[config.mk]
export PLATFORM = sky130hd
export DESIGN_NAME = char_overlay_flat
export DESIGN_NICKNAME = d
export VERILOG_FILES = /design/src/rtl/char_overlay_if.sv /design/src/rtl/char_overlay.sv /design/src/flat_wrapper.sv
export SDC_FILE = /design/constraint.sdc
export NUM_CORES = 1
export LEC_CHECK = 0
export CELL_PAD_IN_SITES_DETAIL_PLACEMENT = 2
export CELL_PAD_IN_SITES_GLOBAL_PLACEMENT = 2
export CORE_UTILIZATION = 44
export DETAILED_ROUTE_END_ITERATION = 8
export PLACE_DENSITY_LB_ADDON = 0.1
export SYNTH_ARGS = -nofsm -noshare
export SYNTH_HDL_FRONTEND = slang
export SYNTH_SLANG_ARGS = --single-unit
[constraint.sdc]
create_clock -name clk -period 37.9 [get_ports clk]
set_input_delay 7.58 -clock clk [delete_from_list [all_inputs] [get_ports clk]]
set_output_delay 7.58 -clock clk [all_outputs]
set_load 0.01 [all_outputs]
[src/rtl/char_overlay_if.sv]
// char_overlay_if: bundles the text write port, the pixel stream in/out and the char_rom port.
// Latency: none; this is wiring only.
// Backpressure: none; the stream and the ROM port advance every clock.
// Modports: slave = overlay view (consumes pixels and writes, drives rom_addr and the output
//           stream); master = environment view (the opposite directions).
interface char_overlay_if #(
    parameter int AW = 6
);
    logic          text_we;
    logic [AW-1:0] text_waddr;
    logic [9:0]    text_wdata;
    logic [11:0]   pix_x;
    logic [11:0]   pix_y;
    logic          i_hs;
    logic          i_vs;
    logic          i_de;
    logic [23:0]   i_rgb;
    logic [9:0]    rom_addr;
    logic [143:0]  rom_data;
    logic          o_hs;
    logic          o_vs;
    logic          o_de;
    logic [23:0]   o_rgb;

    modport slave (
        input  text_we, text_waddr, text_wdata,
        input  pix_x, pix_y, i_hs, i_vs, i_de, i_rgb,
        input  rom_data,
        output rom_addr,
        output o_hs, o_vs, o_de, o_rgb
    );

    modport master (
        output text_we, text_waddr, text_wdata,
        output pix_x, pix_y, i_hs, i_vs, i_de, i_rgb,
        output rom_data,
        input  rom_addr,
        input  o_hs, o_vs, o_de, o_rgb
    );
endinterface

[src/rtl/char_overlay.sv]
// char_overlay: paints glyphs from a COLS x ROWS text buffer over a pixel stream in FG_COLOR.
// Latency: fixed 4 clocks pixel-in to pixel-out (syncs/de/rgb matched); rom_addr leads rom_data by 1.
// Backpressure: none; one pixel per clock, text writes are accepted on any clock.
// Ports: clk, rst (asynchronous, active high); bus (char_overlay_if.slave) with the text write
//        port, input stream pix_x/pix_y/i_*, char_rom rom_addr/rom_data and output stream o_*.
// Option: CHAR_OVERLAY_BG_EN defined -> window pixels without a glyph bit become BG_COLOR.
module char_overlay #(
    parameter int          H_ORIGIN = 100,
    parameter int          V_ORIGIN = 40,
    parameter int          COLS     = 16,
    parameter int          ROWS     = 4,
    parameter int          GLYPH_W  = 12,
    parameter int          GLYPH_H  = 12,
    parameter logic [23:0] FG_COLOR = 24'hFFFF00,
    parameter logic [23:0] BG_COLOR = 24'h000000
) (
    input logic            clk,
    input logic            rst,
    char_overlay_if.slave  bus
);
    localparam int CELLS = COLS * ROWS;
    localparam int AW    = (CELLS > 1) ? $clog2(CELLS) : 1;
    localparam int GCW   = (GLYPH_W > 1) ? $clog2(GLYPH_W) : 1;
    localparam int GRW   = (GLYPH_H > 1) ? $clog2(GLYPH_H) : 1;
    localparam int CCW   = (COLS > 1) ? $clog2(COLS) : 1;
    localparam int CRW   = (ROWS > 1) ? $clog2(ROWS) : 1;
    localparam int H_END = H_ORIGIN + COLS * GLYPH_W;
    localparam int V_END = V_ORIGIN + ROWS * GLYPH_H;
    localparam int GBITS = GLYPH_W * GLYPH_H;

    typedef struct packed {
        logic        hs;
        logic        vs;
        logic        de;
        logic [23:0] rgb;
    } vid_t;

    // ------------------------------------------------------------------
    // Text buffer
    // ------------------------------------------------------------------
    logic [9:0] text_q [CELLS];

    always_ff @(posedge clk or posedge rst) begin
        if (rst) begin
            for (int i = 0; i < CELLS; i++) begin
                text_q[i] <= '0;
            end
        end else if (bus.text_we && (32'(bus.text_waddr) < 32'(CELLS))) begin
            text_q[bus.text_waddr] <= bus.text_wdata;
        end
    end

    // ------------------------------------------------------------------
    // Window decode and glyph position counters
    // ------------------------------------------------------------------
    logic [31:0] px;
    logic [31:0] py;
    logic        h_org;
    logic        hwin;
    logic        vwin;
    logic        win;
    logic        first_de_v;
    logic        de_fall;
    logic        vwin_q;

    logic [GCW-1:0] gcol_q, gcol_d, gcol_c;
    logic [CCW-1:0] ccol_q, ccol_d, ccol_c;
    logic [GRW-1:0] grow_q, grow_d, grow_c;
    logic [CRW-1:0] crow_q, crow_d, crow_c;

    // Stage registers
    logic           s1_win_q;
    logic [AW-1:0]  s1_cell_q, s1_cell_d;
    logic [GRW-1:0] s1_grow_q;
    logic [GCW-1:0] s1_gcol_q;
    vid_t           s1_vid_q;

    logic [9:0]     s2_code_q, s2_code_d;
    logic           s2_win_q;
    logic [GRW-1:0] s2_grow_q;
    logic [GCW-1:0] s2_gcol_q;
    vid_t           s2_vid_q;

    logic           s3_win_q;
    logic [GRW-1:0] s3_grow_q;
    logic [GCW-1:0] s3_gcol_q;
    vid_t           s3_vid_q;

    logic           o_hs_q, o_vs_q, o_de_q;
    logic [23:0]    o_rgb_q, o_rgb_d;

    assign px    = 32'(bus.pix_x);
    assign py    = 32'(bus.pix_y);
    assign h_org = (px == 32'(H_ORIGIN));
    assign hwin  = (px >= 32'(H_ORIGIN)) && (px < 32'(H_END));
    assign vwin  = (py >= 32'(V_ORIGIN)) && (py < 32'(V_END));
    assign win   = hwin && vwin && bus.i_de;

    // s1_vid_q.de is the previous pixel's de, so it doubles as the edge detector.
    assign first_de_v = bus.i_de && !s1_vid_q.de && (py == 32'(V_ORIGIN));
    assign de_fall    = s1_vid_q.de && !bus.i_de && vwin_q;

    // Clears take effect on the very pixel that causes them, so the origin pixel is cell 0/row 0.
    assign gcol_c = h_org ? '0 : gcol_q;
    assign ccol_c = h_org ? '0 : ccol_q;
    assign grow_c = first_de_v ? '0 : grow_q;
    assign crow_c = first_de_v ? '0 : crow_q;

    always_comb begin
        gcol_d = gcol_c;
        ccol_d = ccol_c;
        grow_d = grow_c;
        crow_d = crow_c;
        if (win) begin
            if (gcol_c == GCW'(GLYPH_W - 1)) begin
                gcol_d = '0;
                ccol_d = (ccol_c == CCW'(COLS - 1)) ? '0 : ccol_c + CCW'(1);
            end else begin
                gcol_d = gcol_c + GCW'(1);
            end
        end
        if (de_fall) begin
            if (grow_c == GRW'(GLYPH_H - 1)) begin
                grow_d = '0;
                crow_d = (crow_c == CRW'(ROWS - 1)) ? '0 : crow_c + CRW'(1);
            end else begin
                grow_d = grow_c + GRW'(1);
            end
        end
    end

    assign s1_cell_d = AW'(32'(crow_c) * 32'(COLS) + 32'(ccol_c));

    always_ff @(posedge clk or posedge rst) begin
        if (rst) begin
            gcol_q <= '0;
            ccol_q <= '0;
            grow_q <= '0;
            crow_q <= '0;
            vwin_q <= 1'b0;
        end else begin
            gcol_q <= gcol_d;
            ccol_q <= ccol_d;
            grow_q <= grow_d;
            crow_q <= crow_d;
            vwin_q <= vwin;
        end
    end

    // ------------------------------------------------------------------
    // Pipeline: S1 position, S2 buffer read / ROM address, S3 ROM data, S4 output
    // ------------------------------------------------------------------
    // Outside the window the ROM address is left alone.
    assign s2_code_d = s1_win_q ? text_q[s1_cell_q] : s2_code_q;

    logic [7:0] bit_idx;
    logic       glyph_bit;

    assign bit_idx   = 8'(32'(GBITS - 1) - 32'(GLYPH_W) * 32'(s3_grow_q) - 32'(s3_gcol_q));
    assign glyph_bit = bus.rom_data[bit_idx];

    always_comb begin
        o_rgb_d = s3_vid_q.rgb;
        if (!s3_vid_q.de) begin
            o_rgb_d = '0;
        end else if (s3_win_q && glyph_bit) begin
            o_rgb_d = FG_COLOR;
        end
`ifdef CHAR_OVERLAY_BG_EN
        else if (s3_win_q) begin
            o_rgb_d = BG_COLOR;
        end
`endif
    end

    always_ff @(posedge clk or posedge rst) begin
        if (rst) begin
            s1_win_q  <= 1'b0;
            s1_cell_q <= '0;
            s1_grow_q <= '0;
            s1_gcol_q <= '0;
            s1_vid_q  <= '0;
            s2_code_q <= '0;
            s2_win_q  <= 1'b0;
            s2_grow_q <= '0;
            s2_gcol_q <= '0;
            s2_vid_q  <= '0;
            s3_win_q  <= 1'b0;
            s3_grow_q <= '0;
            s3_gcol_q <= '0;
            s3_vid_q  <= '0;
            o_hs_q    <= 1'b0;
            o_vs_q    <= 1'b0;
            o_de_q    <= 1'b0;
            o_rgb_q   <= '0;
        end else begin
            s1_win_q  <= win;
            s1_cell_q <= s1_cell_d;
            s1_grow_q <= grow_c;
            s1_gcol_q <= gcol_c;
            s1_vid_q  <= '{hs: bus.i_hs, vs: bus.i_vs, de: bus.i_de, rgb: bus.i_rgb};
            s2_code_q <= s2_code_d;
            s2_win_q  <= s1_win_q;
            s2_grow_q <= s1_grow_q;
            s2_gcol_q <= s1_gcol_q;
            s2_vid_q  <= s1_vid_q;
            s3_win_q  <= s2_win_q;
            s3_grow_q <= s2_grow_q;
            s3_gcol_q <= s2_gcol_q;
            s3_vid_q  <= s2_vid_q;
            o_hs_q    <= s3_vid_q.hs;
            o_vs_q    <= s3_vid_q.vs;
            o_de_q    <= s3_vid_q.de;
            o_rgb_q   <= o_rgb_d;
        end
    end

    assign bus.rom_addr = s2_code_q;
    assign bus.o_hs     = o_hs_q;
    assign bus.o_vs     = o_vs_q;
    assign bus.o_de     = o_de_q;
    assign bus.o_rgb    = o_rgb_q;

`ifndef CHAR_OVERLAY_BG_EN
    // The box colour only matters for the opaque build.
    logic unused_bg;
    assign unused_bg = ^BG_COLOR;
`endif

endmodule
[src/flat_wrapper.sv]
// flat-port wrapper written by rule: the top's interface ports become plain ports
module char_overlay_flat 
#(
    parameter int          H_ORIGIN = 100,
    parameter int          V_ORIGIN = 40,
    parameter int          COLS     = 16,
    parameter int          ROWS     = 4,
    parameter int          GLYPH_W  = 12,
    parameter int          GLYPH_H  = 12,
    parameter logic [23:0] FG_COLOR = 24'hFFFF00,
    parameter logic [23:0] BG_COLOR = 24'h000000
)
  (clk, rst, bus_text_we, bus_text_waddr, bus_text_wdata, bus_pix_x, bus_pix_y, bus_i_hs, bus_i_vs, bus_i_de, bus_i_rgb, bus_rom_data, bus_rom_addr, bus_o_hs, bus_o_vs, bus_o_de, bus_o_rgb);
  char_overlay_if bus_i ();
  input logic clk;
  input logic rst;
  input wire logic [$bits(bus_i.text_we)-1:0] bus_text_we;
  input wire logic [$bits(bus_i.text_waddr)-1:0] bus_text_waddr;
  input wire logic [$bits(bus_i.text_wdata)-1:0] bus_text_wdata;
  input wire logic [$bits(bus_i.pix_x)-1:0] bus_pix_x;
  input wire logic [$bits(bus_i.pix_y)-1:0] bus_pix_y;
  input wire logic [$bits(bus_i.i_hs)-1:0] bus_i_hs;
  input wire logic [$bits(bus_i.i_vs)-1:0] bus_i_vs;
  input wire logic [$bits(bus_i.i_de)-1:0] bus_i_de;
  input wire logic [$bits(bus_i.i_rgb)-1:0] bus_i_rgb;
  input wire logic [$bits(bus_i.rom_data)-1:0] bus_rom_data;
  output wire logic [$bits(bus_i.rom_addr)-1:0] bus_rom_addr;
  output wire logic [$bits(bus_i.o_hs)-1:0] bus_o_hs;
  output wire logic [$bits(bus_i.o_vs)-1:0] bus_o_vs;
  output wire logic [$bits(bus_i.o_de)-1:0] bus_o_de;
  output wire logic [$bits(bus_i.o_rgb)-1:0] bus_o_rgb;
  assign bus_i.text_we = bus_text_we;
  assign bus_i.text_waddr = bus_text_waddr;
  assign bus_i.text_wdata = bus_text_wdata;
  assign bus_i.pix_x = bus_pix_x;
  assign bus_i.pix_y = bus_pix_y;
  assign bus_i.i_hs = bus_i_hs;
  assign bus_i.i_vs = bus_i_vs;
  assign bus_i.i_de = bus_i_de;
  assign bus_i.i_rgb = bus_i_rgb;
  assign bus_i.rom_data = bus_rom_data;
  assign bus_rom_addr = bus_i.rom_addr;
  assign bus_o_hs = bus_i.o_hs;
  assign bus_o_vs = bus_i.o_vs;
  assign bus_o_de = bus_i.o_de;
  assign bus_o_rgb = bus_i.o_rgb;
  char_overlay #(.H_ORIGIN(H_ORIGIN), .V_ORIGIN(V_ORIGIN), .COLS(COLS), .ROWS(ROWS), .GLYPH_W(GLYPH_W), .GLYPH_H(GLYPH_H), .FG_COLOR(FG_COLOR), .BG_COLOR(BG_COLOR)) u_core (.clk(clk), .rst(rst), .bus(bus_i));
endmodule
==> results of run 1 <==
## per-stage QoR
step | hold WS [ns] | std cells | instance area [um^2] | setup WS [ns]
2_1_floorplan | 0.331 | 2237 | 35700 | 7.68
3_3_place_gp | 0.332 | 3418 | 39100 | 26.36
3_5_place_dp | 0.336 | 3418 | 39100 | 26.15
4_1_cts | 0.345 | 3571 | 42000 | 26.81
5_1_grt | 0.351 | 3572 | 42000 | 26.51
6_report | 0.347 | 3573 | 42000 | 27.01
## cell type report
type | count | area share, %
antenna | 2 | 0.0119
inverter | 18 | 0.179
tap | 1060 | 3.16
sequential | 806 | 48.1
multi-input combinational | 1254 | 35.3
timing repair buffer | 280 | 6.43
clock inverter | 27 | 0.822
clock buffer | 126 | 6.06
## power breakdown
part	switching [mW]	internal [mW]
logic	0.121	0.146
clock network	0.362	0.497
registers	0.0525	0.958
## registers in the layout, summed over array words and instances (netlist names), 6 cells and up
register,flops
u_core.s2_vid_q,27
u_core.s1_cell_q,6
u_core.bus.rom_addr,10
u_core.s1_vid_q,27
u_core.s3_vid_q,27
u_core.text_q,640
u_core.bus.o_rgb,24
## cells in the final DEF, fill, tap and decap left out, types with 5 or more instances in the layout
cell,Yosys,routed
buf_4,5,28
clkbuf_1,114,17
nor2b_1,8,8
or2_2,6,6
mux2i_1,43,43
o21ai_0,11,11
ha_1,15,15
nor3_1,9,9
nand2_1,108,108
nand3_1,8,8
nor2_1,41,41
and2_1,17,17
dfrtp_1,806,801
xnor2_1,9,9
inv_1,18,17
mux2_2,654,654
a21oi_1,9,9
buf_2,14,10
clkinv_2,0,10
clkbuf_16,0,87
xor2_1,5,5
clkdlybuf4s50_1,0,240
a22oi_1,11,11
mux4_2,225,225
clkbuf_8,0,22
## Yosys cell counts, types with 4 or more instances
library cell  instances  area share [%]
o22ai_1               4           0.070
buf_1                23            0.24
nand2_1             108             1.1
xnor2_1               9            0.22
a21oi_1               9            0.13
mux2_2              654              21
a211oi_1              4           0.084
nor2b_1               8            0.14
ha_1                 15            0.53
o211ai_1              4           0.084
mux4_2              225              14
or2_2                 6            0.11
inv_1                18            0.19
a221oi_1              4           0.098
nor3_1                9            0.13
xor2_1                5            0.12
o21ai_0              11            0.15
nand3_1               8            0.11
o31ai_1               4           0.084
nor2_1               41            0.43
dfrtp_1             806              56
clkbuf_1            114             1.2
a22oi_1              11            0.23
and2_1               17            0.30
mux2i_1              43             1.2
buf_4                 5            0.11
buf_2                14            0.20
nand2b_1              4           0.070
## final timing paths
| check | start | end | slack (ns) | cells past startpoint |
|---|---|---|---|---|
| max | rst | u_core.text_q[26] | 27.01 | 5 |
| min | u_core.s1_vid_q[11] | u_core.s2_vid_q[11] | 0.35 | 0 |
| max reg2reg | u_core.s3_gcol_q[1] | u_core.bus.o_rgb[19] | 32.81 | 9 |
| min reg2reg | u_core.s1_vid_q[11] | u_core.s2_vid_q[11] | 0.35 | 0 |
| max in group clk | bus_text_waddr[4] | u_core.text_q[400] | 27.57 | 4 |
| min in group asynchronous | rst | u_core.text_q[474] | 7.51 | 2 |
## layer usage
layer | part of all wire, % | track usage (%) | up-vias | wire length, um
met3 | 5.0 | 5.52 | 170 | 5130
met5 | 0.085 | 0 | - | 88
met4 | 2.7 | 7.97 | 12 | 2750
met2 | 50 | 43.0 | 422 | 51900
met1 | 42 | 33.2 | 11500 | 43400
li1 | - | - | 8752 | -
## kinds of logic (layout without fill, tap and decap cells)
group | after synthesis | after routing | share of synthesized area [%]
adder cells (fa/ha/maj) | 16 | 16 | 0.582
AND/OR/NAND/NOR | 228 | 228 | 3.00
buffers and inverters | 177 | 451 | 2.03
AO/OA/AOI/OAI | 74 | 74 | 1.55
flip-flops | 806 | 806 | 56.5
multiplexers | 922 | 922 | 36.0
other | 0 | 2 | 0
XOR/XNOR | 14 | 14 | 0.343
## critical path, cell delays in order
cell,delay (ns)
clkdlybuf4s50_1,0.50
inv_8,0.60
buf_12,0.72
buf_4,0.82
buf_4,0.94
==> metrics, run 1 <==
status finished clean; CTS tree built; PD cells 50.9 mW/mm^2; area grow syn2layout 17.6%; Port Buffers 250; Avg Inst Size Synth 16.0 um^2; Max Clock Freq 0.0918 GHz; clk buf depth 3; Tmin final 10.89 ns; HP Class reg2reg; die extent in y 287 um; Worst EP arrival 11.51 ns; worst rel slew slack 15.2%; Synth cell types 60; number of remaining DRC errors 0; die area 0.0823 mm^2; peak supply drop 0.0355 mV; GRT Util Overall 25.6%; chip width 287 um; vias post-DR 20800; Filler cells 7176; H-tree levels 3; Seq/Total Area, Yosys 56.5%; fin crit share 28.7%; Starting Density 44.4%; Async SR Flop Fraction 100%; initial antenna violation count 12; synthesized cell area 0.0357 mm^2; Synth Register Bits 806; Req. time, crit path 38.51 ns; clock slew at reported path FFs 0.06 ns; Max Clock Skew 0.0378 ns; Top Ports 251; unrepaired setup endpoints after global routing no; post-DP HPWL 64.7 mm; root buf cell clkbuf_16; grt ovf 0; Slew Limit Fails 0; CP Max Fanout 174; setup bufs post-CTS 0; Lkg Pwr 18.7 nW; num rows 104; Top FF cell, synth dfrtp_1; startpoint types input pin; final core utilization 52.2%; TritonCTS buffer count 87; worst-skew pair later-pin latency 0.66 ns; via density per instance 5.84; post-CTS sizing 0; Routed Antenna Nets 0; share of cells above drive strength 1 42.8%; Post-Synthesis Cells 2237; critical path capture point type asynchronous set/reset pin; area of the multi-input gates 0.0148 mm^2; Clock Sinks 806; Overall Power 2.14 mW; largest net degree at the start of global routing 175; drt wl/cell 28.9 um; Pre-Repair DR Iteration Count 5; setup TNS 0 ns; Post-Route WL 103 mm; EDFF count, synth 0; final setup fails 0; first-pass GRT wire length 157 mm; Synth warnings 0; core area 0.0804 mm^2; Hold Buf Count CTS 0; worst slew pin tran 1.27 ns; DR iter-0 viols 1132; GPL Wtd Cong 0.767; net count reported at finish 2677; Fin. Hold Viols 0; vias in the first global route 24400; Max-cap violations 0; FF/Latch Area 0.0202 mm^2; syn nets 2467; CP Class in2async
Power figures use the tool's default switching activity.
==> inputs of run 2 (changes only) <==
==> constraint.sdc (replaced) <==
create_clock -name clk -period 11.1 [get_ports clk]
set_input_delay 2.22 -clock clk [delete_from_list [all_inputs] [get_ports clk]]
set_output_delay 2.22 -clock clk [all_outputs]
set_load 0.01 [all_outputs]
==> run 2 against run 1 <==
Net effect: sequential power rose to 3.4 times the previous value; via count increased by 0.16%; die area unchanged; non-clock buffer count rose by 3; critical path depth is 1 lower; setup slack lost 21 ns; combinational power increased to 3.4 times the previous value; cell count up 0.20%; core utilization rose by 0.18 points; critical path type is now in2reg; critical endpoint is now u_core.text_q[403].
==> metrics, run 2 (synthesized netlist as in run 1, its figures left out) <==
Worst EP arrival 5.46 ns; core area 0.0804 mm^2; Fin. Hold Viols 0; Final Cell Area 0.0421 mm^2; vias post-DR 20900; Lkg Pwr 18.8 nW; worst slew pin tran 1.38 ns; num rows 104; Overall Power 7.39 mW; first-pass GRT wire length 159 mm; fin crit share 44.6%; grt ovf 0; drt wl/cell 29.1 um; critical path capture point type register; Post-Layout Cell Count 3580; Post-Route WL 104 mm; Top Ports 251; CTS tree built; PD cells 175 mW/mm^2; status finished clean; CP Max Fanout 11; max reg flops 640; share of cells above drive strength 1 42.9%; TritonCTS buffer count 88; CP Class in2reg; Sw Ratio 24.5%; # diodes 0; setup bufs post-CTS 0; via density per instance 5.83; HP Class reg2reg; final setup fails 0; unrepaired setup endpoints after global routing no; commonest non-fill, non-tap cell in the layout dfrtp_1; Tmin final 4.95 ns; final core utilization 52.4%; worst-skew pair later-pin latency 0.64 ns; area grow syn2layout 18.0%; largest register by flop count u_core.text_q; H-tree levels 3; Max Clock Skew 0.0256 ns; met3 WL 3.80 mm; Starting Density 44.4%; Clock power frac 40.9%; number of remaining DRC errors 0; Placed Cells 3421; Req. time, crit path 11.61 ns; Clock Sinks 806; largest net degree at the start of global routing 187; M1 WL 44.9 mm; GPL Wtd Cong 0.785; Gate power share 12.4%; clock slew at reported path FFs 0.06 ns; Max Clock Freq 0.202 GHz; GRT Util Overall 25.9%; highest routing layer actually used met5; die area 0.0823 mm^2; Pre-Repair DR Iteration Count 5; wire length on met2 53.3 mm; root buf cell clkbuf_16; commonest cells after routing, fill and taps aside 801 x dfrtp_1, 654 x mux2_2, 240 x clkdlybuf4s50_1; Flop pwr share 46.7%; worst rel slew slack 7.51%; vias in the first global route 24200; post-DP HPWL 65.5 mm; setup TNS 0 ns; initial antenna violation count 4; post-place instance area 0.0391 mm^2; Slew Limit Fails 0; startpoint types input pin; net count reported at finish 2681; NetSw 1.81 mW; clk buf depth 3; Port Buffers 250; die extent in y 287 um; chip width 287 um; post-CTS sizing 0; DR iter-0 viols 1081; Int Power 5.57 mW; Hold Buf Count CTS 0; peak supply drop 0.104 mV; Routed Antenna Nets 0; Max-cap violations 0
-- run 2: cell count changes in the layout (fill, tap and decap cells not counted) --
cell	before	now
bufinv_16	4	8
clkbuf_1	17	20
clkinv_8	0	3
inv_16	4	1
buf_12	2	4
clkinv_4	2	0
diode_2	2	0
buf_4	28	29
clkbuf_16	87	88
clkinv_16	1	0
clkinvlp_4	4	5
-- run 2: power by group through the flow --
stage / logic (mW) / registers [mW] / clock network [mW]
finish: 0.913 / 3.45 / 3.02
global route: 0.984 / 3.48 / 3.19
CTS: 0.927 / 3.45 / 3.09
detailed placement: 0.915 / 3.50 / 0
global placement: 0.869 / 3.45 / 0
floorplan: 0.616 / 3.44 / 0
-- run 2: final cells by class --
type,count,area [um^2]
Clock inverter,29,418
Tap cell,1060,1330
Fill cell,7118,38300
Clock buffer,130,2580
Timing Repair Buffer,283,2750
Multi-Input combinational cell,1254,14800
Sequential cell,806,20200
Inverter,18,71.3
-- run 2: critical path, cell delays in order --
cell,delay (ns)
clkdlybuf4s50_1,0.70
nor3b_1,1.00
nor2b_1,1.08
mux2_2,0.45
-- run 2: path summary, 6_finish.rpt --
kind / startpoint / to / slack, ns / cells after the start
max in group asynchronous: rst / u_core.text_q[197] / 7.16 / 4
min in group asynchronous: rst / u_core.text_q[606] / 2.21 / 3
min: u_core.s1_vid_q[22] / u_core.s2_vid_q[22] / 0.34 / 0
min reg2reg: u_core.s1_vid_q[22] / u_core.s2_vid_q[22] / 0.34 / 0
max: bus_text_waddr[3] / u_core.text_q[403] / 6.15 / 4
max reg2reg: u_core.s1_cell_q[0] / u_core.bus.rom_addr[7] / 6.18 / 6
-- run 2: routing by layer --
layer  track usage (%)  vias up
li1                  -     8724
met1              34.9    11600
met2              44.3      403
met3              3.31      144
met4              6.52        4
met5                 0        -
-- run 2: stage by stage --
| step | setup slack [ns] | hold slack (ns) |
|---|---|---|
| final | 6.15 | 0.344 |
| after global routing | 5.80 | 0.345 |
| after CTS | 6.03 | 0.341 |
| after detailed placement | 5.65 | 0.336 |
| after global placement | 5.79 | 0.332 |
| after floorplan | -2.18 | 0.331 |
